<file path="config.mk">
export PLATFORM = sky130hd
export DESIGN_NAME = scbsng_pair
export DESIGN_NICKNAME = d
export VERILOG_FILES = /design/src/rtl/scbsng_pair.sv
export SDC_FILE = /design/constraint.sdc
export NUM_CORES = 1
export LEC_CHECK = 0
export BUFFER_PORTS_ARGS = -buffer_cell sky130_fd_sc_hd__buf_2
export CAP_MARGIN = 30
export CORE_ASPECT_RATIO = 0.9
export CORE_MARGIN = 2
export CORE_UTILIZATION = 45
export CTS_BUF_LIST = sky130_fd_sc_hd__clkbuf_4
export CTS_CLUSTER_DIAMETER = 100
export CTS_CLUSTER_SIZE = 24
export DETAILED_ROUTE_END_ITERATION = 16
export GPL_ROUTABILITY_DRIVEN = 0
export HOLD_SLACK_MARGIN = 0.12
export PLACE_DENSITY = 0.71
export SYNTH_ARGS = -nofsm -noshare
export SYNTH_HDL_FRONTEND = slang
export SYNTH_SLANG_ARGS = --single-unit
export TNS_END_PERCENT = 50
</file>
<file path="constraint.sdc">
create_clock -name clk -period 2.8 [get_ports clk]
set_input_delay 0.28 -clock clk [delete_from_list [all_inputs] [get_ports clk]]
set_output_delay 0.28 -clock clk [all_outputs]
set_load 0.01 [all_outputs]
</file>
<file path="src/rtl/scbsng_pair.sv">
// -----------------------------------------------------------------------------
// scbsng_pair
//
// Paired stochastic number generator. Turns two binary operands into a
// dividend/divisor bitstream pair of programmable length, plus a random select
// bit, for the in-stream correlation-based divider datapath. This block is the
// transmitter side of that bitstream interface.
//
// Each stream bit is produced by comparing a pseudo-random number with the
// operand: bit = (rn <= operand). With corr=1 both streams share LFSR A, so the
// streams are positively correlated. With corr=0 the divisor uses LFSR B and
// the streams are independent. LFSR C drives rand_bit.
//
// Parameters:
//   WIDTH   operand and LFSR width, 8 or 16
//   LEN_W   width of the stream-length field
//   SEED_A  seed of LFSR A (dividend, and divisor when corr=1)
//   SEED_B  seed of LFSR B (divisor when corr=0)
//   SEED_C  seed of LFSR C (rand_bit)
//   A seed of 0 is replaced by 1, because an all-zero LFSR would stick.
//
// Ports:
//   clk, rst        clock, asynchronous active-high reset
//   start           request a run (only looked at in IDLE)
//   dividend_bin    dividend operand x
//   divisor_bin     divisor operand y
//   len             stream length in bits
//   corr            1 = shared random source, 0 = independent sources
//   busy            run in progress (RUN or DONE)
//   valid           stream bits valid this cycle
//   dividend        dividend bitstream
//   divisor         divisor bitstream
//   rand_bit        random select bit for the divider
//   done            one-cycle end-of-run pulse
//   dividend_cnt    ones emitted on dividend (optional counters)
//   divisor_cnt     ones emitted on divisor (optional counters)
//
// Optional feature macro: SCBSNG_CNT_EN
//   Defined   : dividend_cnt/divisor_cnt count the ones of the current run.
//   Undefined : both count ports are tied to 0 and no counter logic exists.
// -----------------------------------------------------------------------------
module scbsng_pair #(
    parameter int               WIDTH  = 8,
    parameter int               LEN_W  = 16,
    parameter logic [WIDTH-1:0] SEED_A = 8'hA5,
    parameter logic [WIDTH-1:0] SEED_B = 8'h3C,
    parameter logic [WIDTH-1:0] SEED_C = 8'h71
) (
    input  logic             clk,
    input  logic             rst,
    input  logic             start,
    input  logic [WIDTH-1:0] dividend_bin,
    input  logic [WIDTH-1:0] divisor_bin,
    input  logic [LEN_W-1:0] len,
    input  logic             corr,
    output logic             busy,
    output logic             valid,
    output logic             dividend,
    output logic             divisor,
    output logic             rand_bit,
    output logic             done,
    output logic [LEN_W-1:0] dividend_cnt,
    output logic [LEN_W-1:0] divisor_cnt
);

    localparam logic [WIDTH-1:0] ONE = {{(WIDTH-1){1'b0}}, 1'b1};

    localparam logic [WIDTH-1:0] SEED_A_L = (SEED_A == '0) ? ONE : SEED_A;
    localparam logic [WIDTH-1:0] SEED_B_L = (SEED_B == '0) ? ONE : SEED_B;
    localparam logic [WIDTH-1:0] SEED_C_L = (SEED_C == '0) ? ONE : SEED_C;

    // Right-shifting Galois feedback masks.
    // WIDTH=8 : x^8+x^6+x^5+x^4+1     -> 0xB8
    // WIDTH=16: x^16+x^14+x^13+x^11+1 -> 0xB400
    localparam logic [WIDTH-1:0] TAPS = (WIDTH == 16) ? WIDTH'(16'hB400)
                                                      : WIDTH'(8'hB8);

    typedef enum logic [1:0] {
        IDLE = 2'd0,
        RUN  = 2'd1,
        DONE = 2'd2
    } state_t;

    // One Galois step: shift right, fold the taps in when a one falls out.
    // Maximal-length taps mean a nonzero state never reaches zero.
    function automatic logic [WIDTH-1:0] lfsrStep(input logic [WIDTH-1:0] s);
        return s[0] ? ((s >> 1) ^ TAPS) : (s >> 1);
    endfunction

    state_t           state_q, state_d;
    logic [WIDTH-1:0] lfsrA_q, lfsrA_d;
    logic [WIDTH-1:0] lfsrB_q, lfsrB_d;
    logic [WIDTH-1:0] lfsrC_q, lfsrC_d;
    logic [WIDTH-1:0] x_q, x_d;
    logic [WIDTH-1:0] y_q, y_d;
    logic [LEN_W-1:0] len_q, len_d;
    logic             corr_q, corr_d;
    logic [LEN_W-1:0] bitCnt_q, bitCnt_d;
    logic             dividend_q, dividend_d;
    logic             divisor_q, divisor_d;
    logic             randBit_q, randBit_d;

    logic [WIDTH-1:0] rnA, rnB, rnC, rnS;
    logic [WIDTH-1:0] xCmp, yCmp;
    logic             corrSel;
    logic             emit;
    logic             accept;

    assign accept = (state_q == IDLE) && start;

    // Next-state and stream generation.
    // Stream bits are registered so that they line up with the RUN state:
    // the first bit is computed on the edge that accepts start, straight from
    // the seeds and the live operand inputs, and every later bit on the edge
    // that stays in RUN. bitCnt_q is the number of bits already presented, so
    // reaching len_q means the last bit is on the outputs and DONE follows.
    // Leaving RUN forces the stream outputs to 0.
    always_comb begin
        state_d    = state_q;
        lfsrA_d    = lfsrA_q;
        lfsrB_d    = lfsrB_q;
        lfsrC_d    = lfsrC_q;
        x_d        = x_q;
        y_d        = y_q;
        len_d      = len_q;
        corr_d     = corr_q;
        bitCnt_d   = bitCnt_q;
        dividend_d = 1'b0;
        divisor_d  = 1'b0;
        randBit_d  = 1'b0;
        rnA        = lfsrA_q;
        rnB        = lfsrB_q;
        rnC        = lfsrC_q;
        rnS        = lfsrA_q;
        xCmp       = x_q;
        yCmp       = y_q;
        corrSel    = corr_q;
        emit       = 1'b0;

        case (state_q)
            IDLE: begin
                if (start) begin
                    x_d      = dividend_bin;
                    y_d      = divisor_bin;
                    len_d    = len;
                    corr_d   = corr;
                    lfsrA_d  = SEED_A_L;
                    lfsrB_d  = SEED_B_L;
                    lfsrC_d  = SEED_C_L;
                    rnA      = SEED_A_L;
                    rnB      = SEED_B_L;
                    rnC      = SEED_C_L;
                    xCmp     = dividend_bin;
                    yCmp     = divisor_bin;
                    corrSel  = corr;
                    bitCnt_d = '0;
                    if (len != '0) begin
                        emit    = 1'b1;
                        state_d = RUN;
                    end else begin
                        state_d = DONE;
                    end
                end
            end
            RUN: begin
                if (bitCnt_q == len_q) begin
                    state_d = DONE;
                end else begin
                    emit = 1'b1;
                end
            end
            DONE: begin
                state_d = IDLE;
            end
            default: begin
                state_d = IDLE;
            end
        endcase

        if (emit) begin
            rnS        = corrSel ? rnA : rnB;
            dividend_d = (rnA <= xCmp);
            divisor_d  = (rnS <= yCmp);
            randBit_d  = rnC[0];
            lfsrA_d    = lfsrStep(rnA);
            lfsrB_d    = lfsrStep(rnB);
            lfsrC_d    = lfsrStep(rnC);
            bitCnt_d   = bitCnt_d + LEN_W'(1);
        end
    end

    // State, LFSR, latch and stream registers. Reset aborts any run at once.
    always_ff @(posedge clk or posedge rst) begin
        if (rst) begin
            state_q    <= IDLE;
            lfsrA_q    <= SEED_A_L;
            lfsrB_q    <= SEED_B_L;
            lfsrC_q    <= SEED_C_L;
            x_q        <= '0;
            y_q        <= '0;
            len_q      <= '0;
            corr_q     <= 1'b0;
            bitCnt_q   <= '0;
            dividend_q <= 1'b0;
            divisor_q  <= 1'b0;
            randBit_q  <= 1'b0;
        end else begin
            state_q    <= state_d;
            lfsrA_q    <= lfsrA_d;
            lfsrB_q    <= lfsrB_d;
            lfsrC_q    <= lfsrC_d;
            x_q        <= x_d;
            y_q        <= y_d;
            len_q      <= len_d;
            corr_q     <= corr_d;
            bitCnt_q   <= bitCnt_d;
            dividend_q <= dividend_d;
            divisor_q  <= divisor_d;
            randBit_q  <= randBit_d;
        end
    end

    assign busy     = (state_q != IDLE);
    assign valid    = (state_q == RUN);
    assign done     = (state_q == DONE);
    assign dividend = dividend_q;
    assign divisor  = divisor_q;
    assign rand_bit = randBit_q;

`ifdef SCBSNG_CNT_EN
    logic [LEN_W-1:0] divOnes_q, divOnes_d;
    logic [LEN_W-1:0] dvsOnes_q, dvsOnes_d;

    // Ones counters accumulate the bits actually presented on the outputs.
    // They trail the stream by a cycle during RUN; the edge into DONE adds
    // the last bit, so the totals are final in the DONE cycle and then hold
    // until the next accepted start clears them.
    always_comb begin
        divOnes_d = divOnes_q;
        dvsOnes_d = dvsOnes_q;
        if (accept) begin
            divOnes_d = '0;
            dvsOnes_d = '0;
        end else if (state_q == RUN) begin
            divOnes_d = divOnes_q + LEN_W'(dividend_q);
            dvsOnes_d = dvsOnes_q + LEN_W'(divisor_q);
        end
    end

    always_ff @(posedge clk or posedge rst) begin
        if (rst) begin
            divOnes_q <= '0;
            dvsOnes_q <= '0;
        end else begin
            divOnes_q <= divOnes_d;
            dvsOnes_q <= dvsOnes_d;
        end
    end

    assign dividend_cnt = divOnes_q;
    assign divisor_cnt  = dvsOnes_q;
`else
    assign dividend_cnt = '0;
    assign divisor_cnt  = '0;
`endif

endmodule

</file>
==> key figures, run 1 <==
Power and ir drop
  • Internal power: 3.12 mW
  • Combinational power share: about 43%
  • Sw frac: 37.9%
  • PwrDens: 976 nW/um2
  • Net Switching: 1.90 mW
  • Share of power burned in registers: 42.2%
  • Clock share of power: 15.2%
  • Maximum vdd drop: 0.000427 V
  • Total power: around 5.0 mW
  • Leak pwr: 2.52 nW

Worst setup path
  • Crit. End Element: flop
  • Reg-to-reg startpoint: state_q[0]
  • R2R depth: 11
  • Crit-path cells: nor2b_1, nor2b_4, buf_12, mux2i_1, ha_1, nor2b_1, o21ai_0, nand2b_1, a21oi_1, o21ai_0, a21oi_1
  • Buf+Inv Stages, Crit Path: 1
  • Worst Path Max Fanout: 12
  • CP arrival: 2770 ps
  • R2r endpoint: divisor
  • Cell count along the critical path: 11
  • Critical Path Max Stage Delay: roughly 400 ps
  • Worst path required time: 3140 ps
  • R2R Setup Slk: 370 ps
  • CP max stage cell: dfrtp_1
  • Cell family contributing the most delay on the critical path: simple AND/OR/NAND/NOR gates
  • Startpoint Class: flop
  • CP Class: reg -> reg

Synth
  • Mux cell area share after synthesis: under 10%
  • Seq/Total Area, Yosys: 44.5%
  • Syn Inst Count: 470
  • Post-synth ARST share: 100%
  • Mapped Area: 4420 um2
  • Yosys reg bits: 78
  • Post-Synth XOR/XNOR Area: 5.95%
  • Post-synth top flop: dfrtp_1
  • Largest family of logic cells by synthesized area: simple AND/OR/NAND/NOR gates
  • Post-synth EDFFs: 0
  • Synth Area in Adders: 4.82%
  • Yosys warnings: 0
  • Simple-gate share of the synthesized area: between 10% and 20%
  • Syn Area/Cell: 9.40 um2
  • Compound-Gate Fraction of Synth Area: 9.35%
  • Synth cell types: between 40 and 50

Clock network
  • Clk pin slew, worst setup/hold paths: 120 ps
  • Clk sinks: 78
  • TritonCTS clock tree: done
  • Clk root buf: clkbuf_4
  • # H-tree levels: 3
  • Post-CTS Resized: 0
  • CTS buffer count: 9
  • Max Buffers Root-to-Sink: 2
  • Clock latency on the worst-skew pair: 420 ps

Placed design
  • Final HPWL DP: ~6.6 mm
  • Pre-CTS setup slack: 225 ps
  • Port Buffers: 41
  • Placed cells: 621

Min path
  • Worst Hold End: x_q[0]
  • Hold path start: dividend_bin[0]
  • Hold Path Depth: 3
  • Hold Crit Class: in -> reg

Timing
  • Hold Violations, Final: 0
  • Setup TNS: 0 ps
  • Clk_skew: approximately 21 ps
  • Slew headroom: 51.0%
  • Endpoints failing setup: 0
  • Period utilisation layout: 86.9%
  • RSZ-0062 raised after global routing: false
  • FMAX: 411 MHz
  • Worst Max-Slew Pin Slew: between 700 and 800 ps
  • Fin. max-slew vios: 0
  • Min cycle time layout: 2430 ps
  • Final worst setup slack: 367 ps

Global route
  • Met3 usage: between 4 and 5%
  • GRT Overall Usage: 18.8%
  • Met1 Track Usage GR: roughly 27%
  • Vias in the first global route: between 3000 and 4000
  • Grt peak-use layer: met2
  • Met2 Use GR: 28.3%
  • Pin count of the biggest net entering global routing: 47
  • First-pass GRT wire length: approximately 16 mm
  • Antenna violations before repair: 0
  • Remaining Overflow, GRT: 0

Floorplan
  • Core box area: around 9600 um2
  • IO Pins: 74
  • Die W: 108 um
  • Die Span Y: 98.0 um
  • Die area: 10600 um2
  • Initial Util: 45.9%
  • Row cnt: 34

Final layout
  • Layout filler cell count: 838
  • Area of the multi-input gates: 2120 um2
  • Commonest non-fill, non-tap cell in the layout: nand2_1
  • Nets: 595
  • Area grow syn2layout: 16.4%
  • Layout Utilization: 53.5%
  • Sequential cell area: 1970 um2
  • Final cell count without fillers: 673
  • ANT cells: 0
  • Layout cells sized above 1: 18.3%
  • Most frequent cells in the layout: nand2_1, dfrtp_1, buf_2

Drt
  • Vias per cell: 5.04
  • DRT Pass-1 Iters: 5
  • DR WL/cell: roughly 14 um
  • Drt total wl: 9.34 mm
  • Post-route DRC violation count: 0
  • Via count: approximately 3400
  • DRT antenna net count: 0
  • 1st-iter DRT viols: 251

Job
  • Max cap viols: 0

Outcome
  • Status: complete, no violations
==> cell usage after synthesis (2+ instances only) <==
library cell | count | share of area, %
o211ai_1 | 5 | 0.85
inv_1 | 18 | 1.5
nand3_1 | 15 | 1.7
nor4_2 | 3 | 0.85
a21oi_1 | 21 | 2.4
nor2_1 | 13 | 1.1
a31o_2 | 2 | 0.40
nand4_1 | 7 | 0.99
clkbuf_1 | 13 | 1.1
dfrtp_1 | 66 | 37
o311ai_0 | 2 | 0.40
nor4_1 | 5 | 0.71
buf_6 | 4 | 1.0
o31ai_1 | 2 | 0.34
dfstp_2 | 12 | 7.1
o21ai_0 | 7 | 0.79
o21ai_1 | 6 | 0.68
xnor2_1 | 9 | 1.8
and3_1 | 2 | 0.28
nand2b_1 | 10 | 1.4
xor2_1 | 21 | 4.2
ha_1 | 17 | 4.8
and2_1 | 9 | 1.3
a211oi_1 | 5 | 0.85
buf_2 | 7 | 0.79
nor3_1 | 4 | 0.45
buf_1 | 2 | 0.17
nand2_1 | 95 | 8.1
or2_2 | 3 | 0.42
and4_1 | 3 | 0.60
a21o_1 | 6 | 1.0
buf_4 | 33 | 5.6
nor2b_1 | 5 | 0.71
mux2i_1 | 25 | 5.7
==> cells by family after synthesis <==
| logic type | after synthesis |
|---|---|
| XOR/XNOR | 30 |
| AND/OR/NAND/NOR | 178 |
| adder cells (fa/ha/maj) | 17 |
| AO/OA/AOI/OAI | 64 |
| buffers and inverters | 77 |
| flip-flops | 78 |
| multiplexers | 25 |
| other | 1 |
==> routing by layer <==
layer / vias to the layer above / part of all wire, %
li1: 1668 / -
met1: 1617 / 48
met2: 98 / 47
met3: 10 / 4.4
met4: 0 / 1.5
met5: - / 0
==> final cells by class <==
cell class	instances	share of cell area, %
Clock buffer	11	1.61
Inverter	18	1.31
Timing Repair Buffer	89	13.0
Sequential cell	78	38.3
Clock inverter	5	1.44
Multi-Input combinational cell	346	41.3
Tap cell	126	3.07
==> power groups by stage <==
stage,sequential [mW],combinational (mW),clock [mW]
5_1_grt,2.18,2.46,0.827
4_1_cts,2.11,2.14,0.774
3_5_place_dp,2.13,2.09,0
6_report,2.12,2.14,0.762
3_3_place_gp,2.11,1.99,0
2_1_floorplan,1.95,1.80,0
==> sequential cells by signal, summed over array words and instances, names as in the netlist, 2 cells and up <==
name	count
len_q	16
bitCnt_q	16
state_q	2
y_q	8
lfsrB_q	8
x_q	8
lfsrA_q	8
lfsrC_q	8
==> per-stage QoR <==
stage	hold slack (ps)	area, um2
after CTS	122	5090
final	156	5140
after global routing	128	5140
after global placement	456	4620
after detailed placement	455	4620
after floorplan	385	4530
==> worst max-delay path by stage <==
stage,to,start
floorplan,dividend,state_q[0]
global placement,dividend,start
detailed placement,divisor,start
CTS,divisor,state_q[0]
global route,bitCnt_q[12],state_q[1]
finish,divisor,state_q[0]
==> worst register-to-register path, cell delays in order (launching register included) <==
cell and delay, ps:
dfrtp_1 400, nor2b_1 240, nor2b_4 230, buf_12 150, mux2i_1 310, ha_1 290, nor2b_1 130, o21ai_0 140
nand2b_1 70, a21oi_1 160, o21ai_0 110, a21oi_1 130
==> timing repair <==
action / 4_1_cts / 5_1_grt
endpoints found under the hold margin: 62 / 0
buffers inserted: 0 / 5
setup endpoints to repair: 0 / 1
hold buffers: 31 / 0
Power figures use the tool's default switching activity.
==> run 2, diff against run 1 <==
==> config.mk (replaced) <==
export PLATFORM = sky130hd
export DESIGN_NAME = scbsng_pair
export DESIGN_NICKNAME = d
export VERILOG_FILES = /design/src/rtl/scbsng_pair.sv
export SDC_FILE = /design/constraint.sdc
export NUM_CORES = 1
export LEC_CHECK = 0
export BUFFER_PORTS_ARGS = -buffer_cell sky130_fd_sc_hd__clkbuf_2
export CAP_MARGIN = 30
export CELL_PAD_IN_SITES_DETAIL_PLACEMENT = 0
export CELL_PAD_IN_SITES_GLOBAL_PLACEMENT = 2
export CORE_ASPECT_RATIO = 0.9
export CORE_MARGIN = 2
export CORE_UTILIZATION = 36
export CTS_BUF_LIST = sky130_fd_sc_hd__clkbuf_4
export CTS_CLUSTER_DIAMETER = 100
export CTS_CLUSTER_SIZE = 24
export DETAILED_ROUTE_END_ITERATION = 16
export GPL_ROUTABILITY_DRIVEN = 0
export HOLD_SLACK_MARGIN = 0.12
export PLACE_DENSITY = 0.87
export SYNTH_ARGS = -nofsm -noshare
export SYNTH_HDL_FRONTEND = slang
export SYNTH_SLANG_ARGS = --single-unit
export TNS_END_PERCENT = 50
==> key figures, run 2 (synthesis results as in run 1) <==
Outcome
  • Status: complete, no violations

Global route
  • Vias in the first global route: roughly 3200
  • Met1 Track Usage GR: 23.2%
  • Antenna violations before repair: 1
  • GRT Overall Usage: approximately 16%
  • Remaining Overflow, GRT: 0
  • First-pass GRT wire length: 16.4 mm
  • Met3 usage: 2.14%
  • Met2 Use GR: about a quarter
  • Grt peak-use layer: met2
  • Pin count of the biggest net entering global routing: 50

Floorplan
  • Die Span Y: 109 um
  • Die area: approximately 13000 um2
  • Die W: ~120 um
  • Initial Util: 36.7%
  • Row cnt: 38
  • Core box area: 12000 um2
  • IO Pins: 74

Worst setup path
  • CP Class: reg -> reg
  • CP arrival: 2840 ps
  • Worst Path Max Fanout: 32
  • Startpoint Class: flop
  • Crit. End Element: flop
  • Worst path required time: 3160 ps

Drt
  • Drt total wl: 9.92 mm
  • DRT Pass-1 Iters: 5
  • DRT antenna net count: 0
  • Via count: between 3000 and 4000
  • 1st-iter DRT viols: about 240
  • Vias per cell: 4.79
  • Post-route DRC violation count: 0
  • DR WL/cell: 14.1 um

Final layout
  • Layout filler cell count: 1176
  • Nets: 592
  • Fin area: 5110 um2
  • Largest registers: bitCnt_q (16), len_q (16)
  • Area grow syn2layout: 15.7%
  • Layout cells sized above 1: 17.5%
  • Most frequent cells in the layout: nand2_1, dfrtp_1, clkbuf_2
  • Layout Utilization: 42.5%
  • Commonest non-fill, non-tap cell in the layout: nand2_1

Clock network
  • Max Buffers Root-to-Sink: 2
  • TritonCTS clock tree: done
  • Number of buffers inserted by hold repair at cts: 33
  • CTS buffer count: 9
  • Post-CTS Resized: 0
  • Clk sinks: 78
  • Clk pin slew, worst setup/hold paths: 130 ps
  • # H-tree levels: 3
  • Clock latency on the worst-skew pair: 430 ps
  • Setup Fix Bufs, Post-CTS: 0
  • Clk root buf: clkbuf_4

Timing
  • Period utilisation layout: 88.6%
  • FMAX: 403 MHz
  • Clk_skew: 14.1 ps
  • Fin. max-slew vios: 0
  • RSZ-0062 raised after global routing: false
  • Slew headroom: 53.8%
  • Setup TNS: 0 ps
  • Min cycle time layout: 2480 ps
  • Endpoints failing setup: 0
  • Worst Max-Slew Pin Slew: 692 ps
  • Hold Violations, Final: 0

Power and ir drop
  • Maximum vdd drop: 0.000250 V
  • Internal power: between 2 and 3 mW
  • Sw frac: 39.4%
  • Net Switching: 1.91 mW
  • PwrDens: around 950 nW/um2
  • Leak pwr: 2.49 nW
  • Combinational power share: 44.2%
  • Clock share of power: 12.5%
  • Share of power burned in registers: a little over two fifths

Placed design
  • Placement Cell Area: 4670 um2
  • Port Buffers: between 40 and 50
  • Final HPWL DP: 6.78 mm

Job
  • Max cap viols: 0

Min path
  • Hold Crit Class: in -> reg
[run 2: cell types whose count changed in the layout (fill, tap and decap cells not counted), sizes merged]
cell and change:
buf -46, bufinv -2, clkbuf +43, diode +1, dlygate4sd3 +2
[run 2: worst max-delay path, stage by stage (launching register included)]
cell and delay, ps:
dfrtp_1 390, nor2b_1 220, nor2b_4 410, buf_4 400
nand2_1 110, nand2_1 90, ha_1 150, nor2b_1 40
o21ai_0 150, nand2b_1 70, a21oi_1 150, o21ai_0 90
a21oi_1 150
[run 2: final timing paths]
path	startpoint	endpoint	slack (ps)	cells past startpoint
hold reg to reg	y_q[0]	y_q[0]	500	2
max in group asynchronous	rst	lfsrC_q[4]	1560	4
hold / removal	corr	corr_q	220	3
setup / recovery	state_q[0]	dividend	320	12
setup reg to reg	state_q[0]	dividend	320	12
min in group asynchronous	rst	x_q[7]	470	3
[run 2: routing by layer]
layer,up-vias,share of wire (%)
li1,1655,-
met5,-,0
met3,15,3.7
met4,0,1.7
met2,86,44
met1,1620,51
[run 2: area by class of cell]
class | count | area (um2) | share of cell area, %
clock inverter | 3 | 13.8 | 0.269
tap | 160 | 200 | 3.92
timing repair buffer | 86 | 638 | 12.5
antenna | 1 | 2.50 | 0.0490
multi-input combinational | 346 | 2120 | 41.6
clock buffer | 13 | 97.6 | 1.91
inverter | 18 | 67.6 | 1.32
sequential | 78 | 1970 | 38.5
[run 2: power by group through the flow]
stage	registers (mW)	logic, mW	clock network (mW)
after detailed placement	2.12	2.11	0
after CTS	2.10	2.17	0.630
after global placement	2.12	2.06	0
after floorplan	1.95	1.80	0
final	2.10	2.15	0.609
after global routing	2.17	2.44	0.666
[run 2: stage by stage]
| stage | hold WS, ps | instances | power [mW] | setup slack (ps) |
|---|---|---|---|---|
| 2_1_floorplan | 385 | 501 | 3.75 | 304 |
| 3_3_place_gp | 402 | 655 | 4.18 | 358 |
| 3_5_place_dp | 417 | 655 | 4.24 | 240 |
| 4_1_cts | 201 | 704 | 4.90 | 271 |
| 5_1_grt | 229 | 705 | 5.28 | 43.5 |
| 6_report | 218 | 705 | 4.85 | 319 |
==> run 3, diff against run 2 <==
--- a/config.mk
+++ b/config.mk
@@ -10,7 +10,6 @@
 export CELL_PAD_IN_SITES_DETAIL_PLACEMENT = 0
 export CELL_PAD_IN_SITES_GLOBAL_PLACEMENT = 2
 export CORE_ASPECT_RATIO = 0.9
-export CORE_MARGIN = 2
 export CORE_UTILIZATION = 36
 export CTS_BUF_LIST = sky130_fd_sc_hd__clkbuf_4
 export CTS_CLUSTER_DIAMETER = 100
==> key figures, run 3 (synthesis results as in run 1) <==
Outcome
  • Status: complete, but fails checks
  • Failing checks: DRC

Timing
  • Setup TNS: 0 ps
  • Hold Violations, Final: 0
  • Min cycle time layout: 2480 ps
  • Worst Max-Slew Pin Slew: about 740 ps
  • Endpoints failing setup: 0
  • Worst hold slack: 146 ps
  • Clk_skew: 15.9 ps
  • FMAX: 404 MHz
  • Slew headroom: 50.8%
  • Fin. max-slew vios: 0
  • Period utilisation layout: 88.5%
  • RSZ-0062 raised after global routing: false

Clock network
  • Max Buffers Root-to-Sink: 2
  • # H-tree levels: 3
  • Clk pin slew, worst setup/hold paths: 120 ps
  • CTS buffer count: 9
  • Post-CTS Resized: 0
  • Clock latency on the worst-skew pair: 440 ps
  • Clk root buf: clkbuf_4
  • TritonCTS clock tree: done
  • Clk sinks: 78

Power and ir drop
  • Maximum vdd drop: 0.000247 V
  • Leak pwr: 2.52 nW
  • Total power: 5.00 mW
  • PwrDens: between 900 and 1000 nW/um2

Final layout
  • Layout cells sized above 1: 17.7%
  • Largest registers: bitCnt_q (16), len_q (16)
  • Most frequent cells in the layout: nand2_1, dfrtp_1, clkbuf_2
  • Layout filler cell count: 1187
  • Layout Utilization: between 40% and 50%
  • Area grow syn2layout: 17.3%
  • Sequential cell area: 1970 um2
  • Commonest non-fill, non-tap cell in the layout: nand2_1
  • Nets: ~600
  • Area of the multi-input gates: 2120 um2
  • ANT cells: 0

Floorplan
  • Die area: 12700 um2
  • Core box area: 12000 um2
  • Row cnt: 38
  • Initial Util: 36.9%
  • Die Span Y: 107 um
  • IO Pins: 74
  • Die W: 119 um

Global route
  • GRT Overall Usage: between 10% and 20%
  • Pin count of the biggest net entering global routing: 47
  • Antenna violations before repair: 0
  • Remaining Overflow, GRT: 0
  • Vias in the first global route: 3181
  • First-pass GRT wire length: about 16 mm

Worst setup path
  • Startpoint Class: flop
  • Crit. End Element: flop
  • CP arrival: between 2000 and 3000 ps
  • Worst Path Max Fanout: 18
  • CP Class: reg -> reg
  • Worst path required time: 3170 ps

Drt
  • Post-route DRC violation count: 2
  • DR WL/cell: 13.4 um
  • Via count: about 3300
  • 1st-iter DRT viols: 160
  • Vias per cell: 4.71
  • Drt total wl: between 9 and 10 mm
  • DRT antenna net count: 0
  • DRT Pass-1 Iters: 10

Job
  • Max cap viols: 0

Min path
  • Hold Crit Class: in -> reg

Placed design
  • Port Buffers: 41
  • Final HPWL DP: 6.59 mm
==> run 3: cell types whose count changed in the layout (fill, tap and decap cells not counted) <==
| cell | change |
|---|---|
| buf_12 | +1 |
| buf_4 | +3 |
| bufinv_16 | +2 |
| clkbuf_4 | -3 |
| clkinv_1 | +2 |
| clkinv_2 | -1 |
| diode_2 | -1 |
| dlygate4sd3_1 | -1 |
==> run 3: path summary, 6_finish.rpt <==
path	slack (ps)	end	start	cells after the start
worst max-delay path	320	bitCnt_q[12]	state_q[1]	8
worst min-delay path	150	x_q[0]	dividend_bin[0]	3
worst max register to register	320	bitCnt_q[12]	state_q[1]	8
worst min register to register	500	y_q[1]	y_q[1]	2
max in group asynchronous	1560	lfsrB_q[4]	rst	4
min in group asynchronous	490	corr_q	rst	3
==> run 3: critical path: stages (launching register included) <==
cell	delay, ps
dfrtp_1	530
nand2b_2	410
and2_1	240
ha_1	240
nand2b_1	90
nor3_1	470
nand3_1	170
xor2_1	170
nor2_1	100
==> run 3: power breakdown <==
part           switching (mW)  internal [mW]  leakage (nW)
sequential              0.412           1.69         0.943
clock                   0.395          0.362        0.0829
combinational            1.10           1.04          1.50
==> run 3: what timing repair did <==
action | CTS | global route
setup endpoints to repair | 0 | 2
hold buffers | 32 | 0
setup buffers | 0 | 3
hold endpoints to repair | 58 | 0
==> run 3: layer usage <==
| layer | global-route usage (%) | wire length (um) |
|---|---|---|
| met5 | 0 | 0 |
| met4 | 5.79 | 99 |
| met1 | 22.7 | 4940 |
| met2 | 24.0 | 4110 |
| met3 | 2.98 | 344 |
==> run 3: area by class of cell <==
class / instances / share of cell area (%)
multi-input cells: 346 / 41.0
flip-flops and latches: 78 / 38.0
repair buffers: 89 / 12.9
well taps: 160 / 3.86
clock inverters: 6 / 1.47
clock buffers: 10 / 1.45
inverters: 18 / 1.30
==> run 3: metrics by stage <==
stage	worst slack [ps]	cells	cell area, um2
3_5_place_dp	133	656	4670
3_3_place_gp	236	656	4670
5_1_grt	70.7	707	5180
6_report	322	707	5180
2_1_floorplan	304	501	4530
4_1_cts	113	704	5150
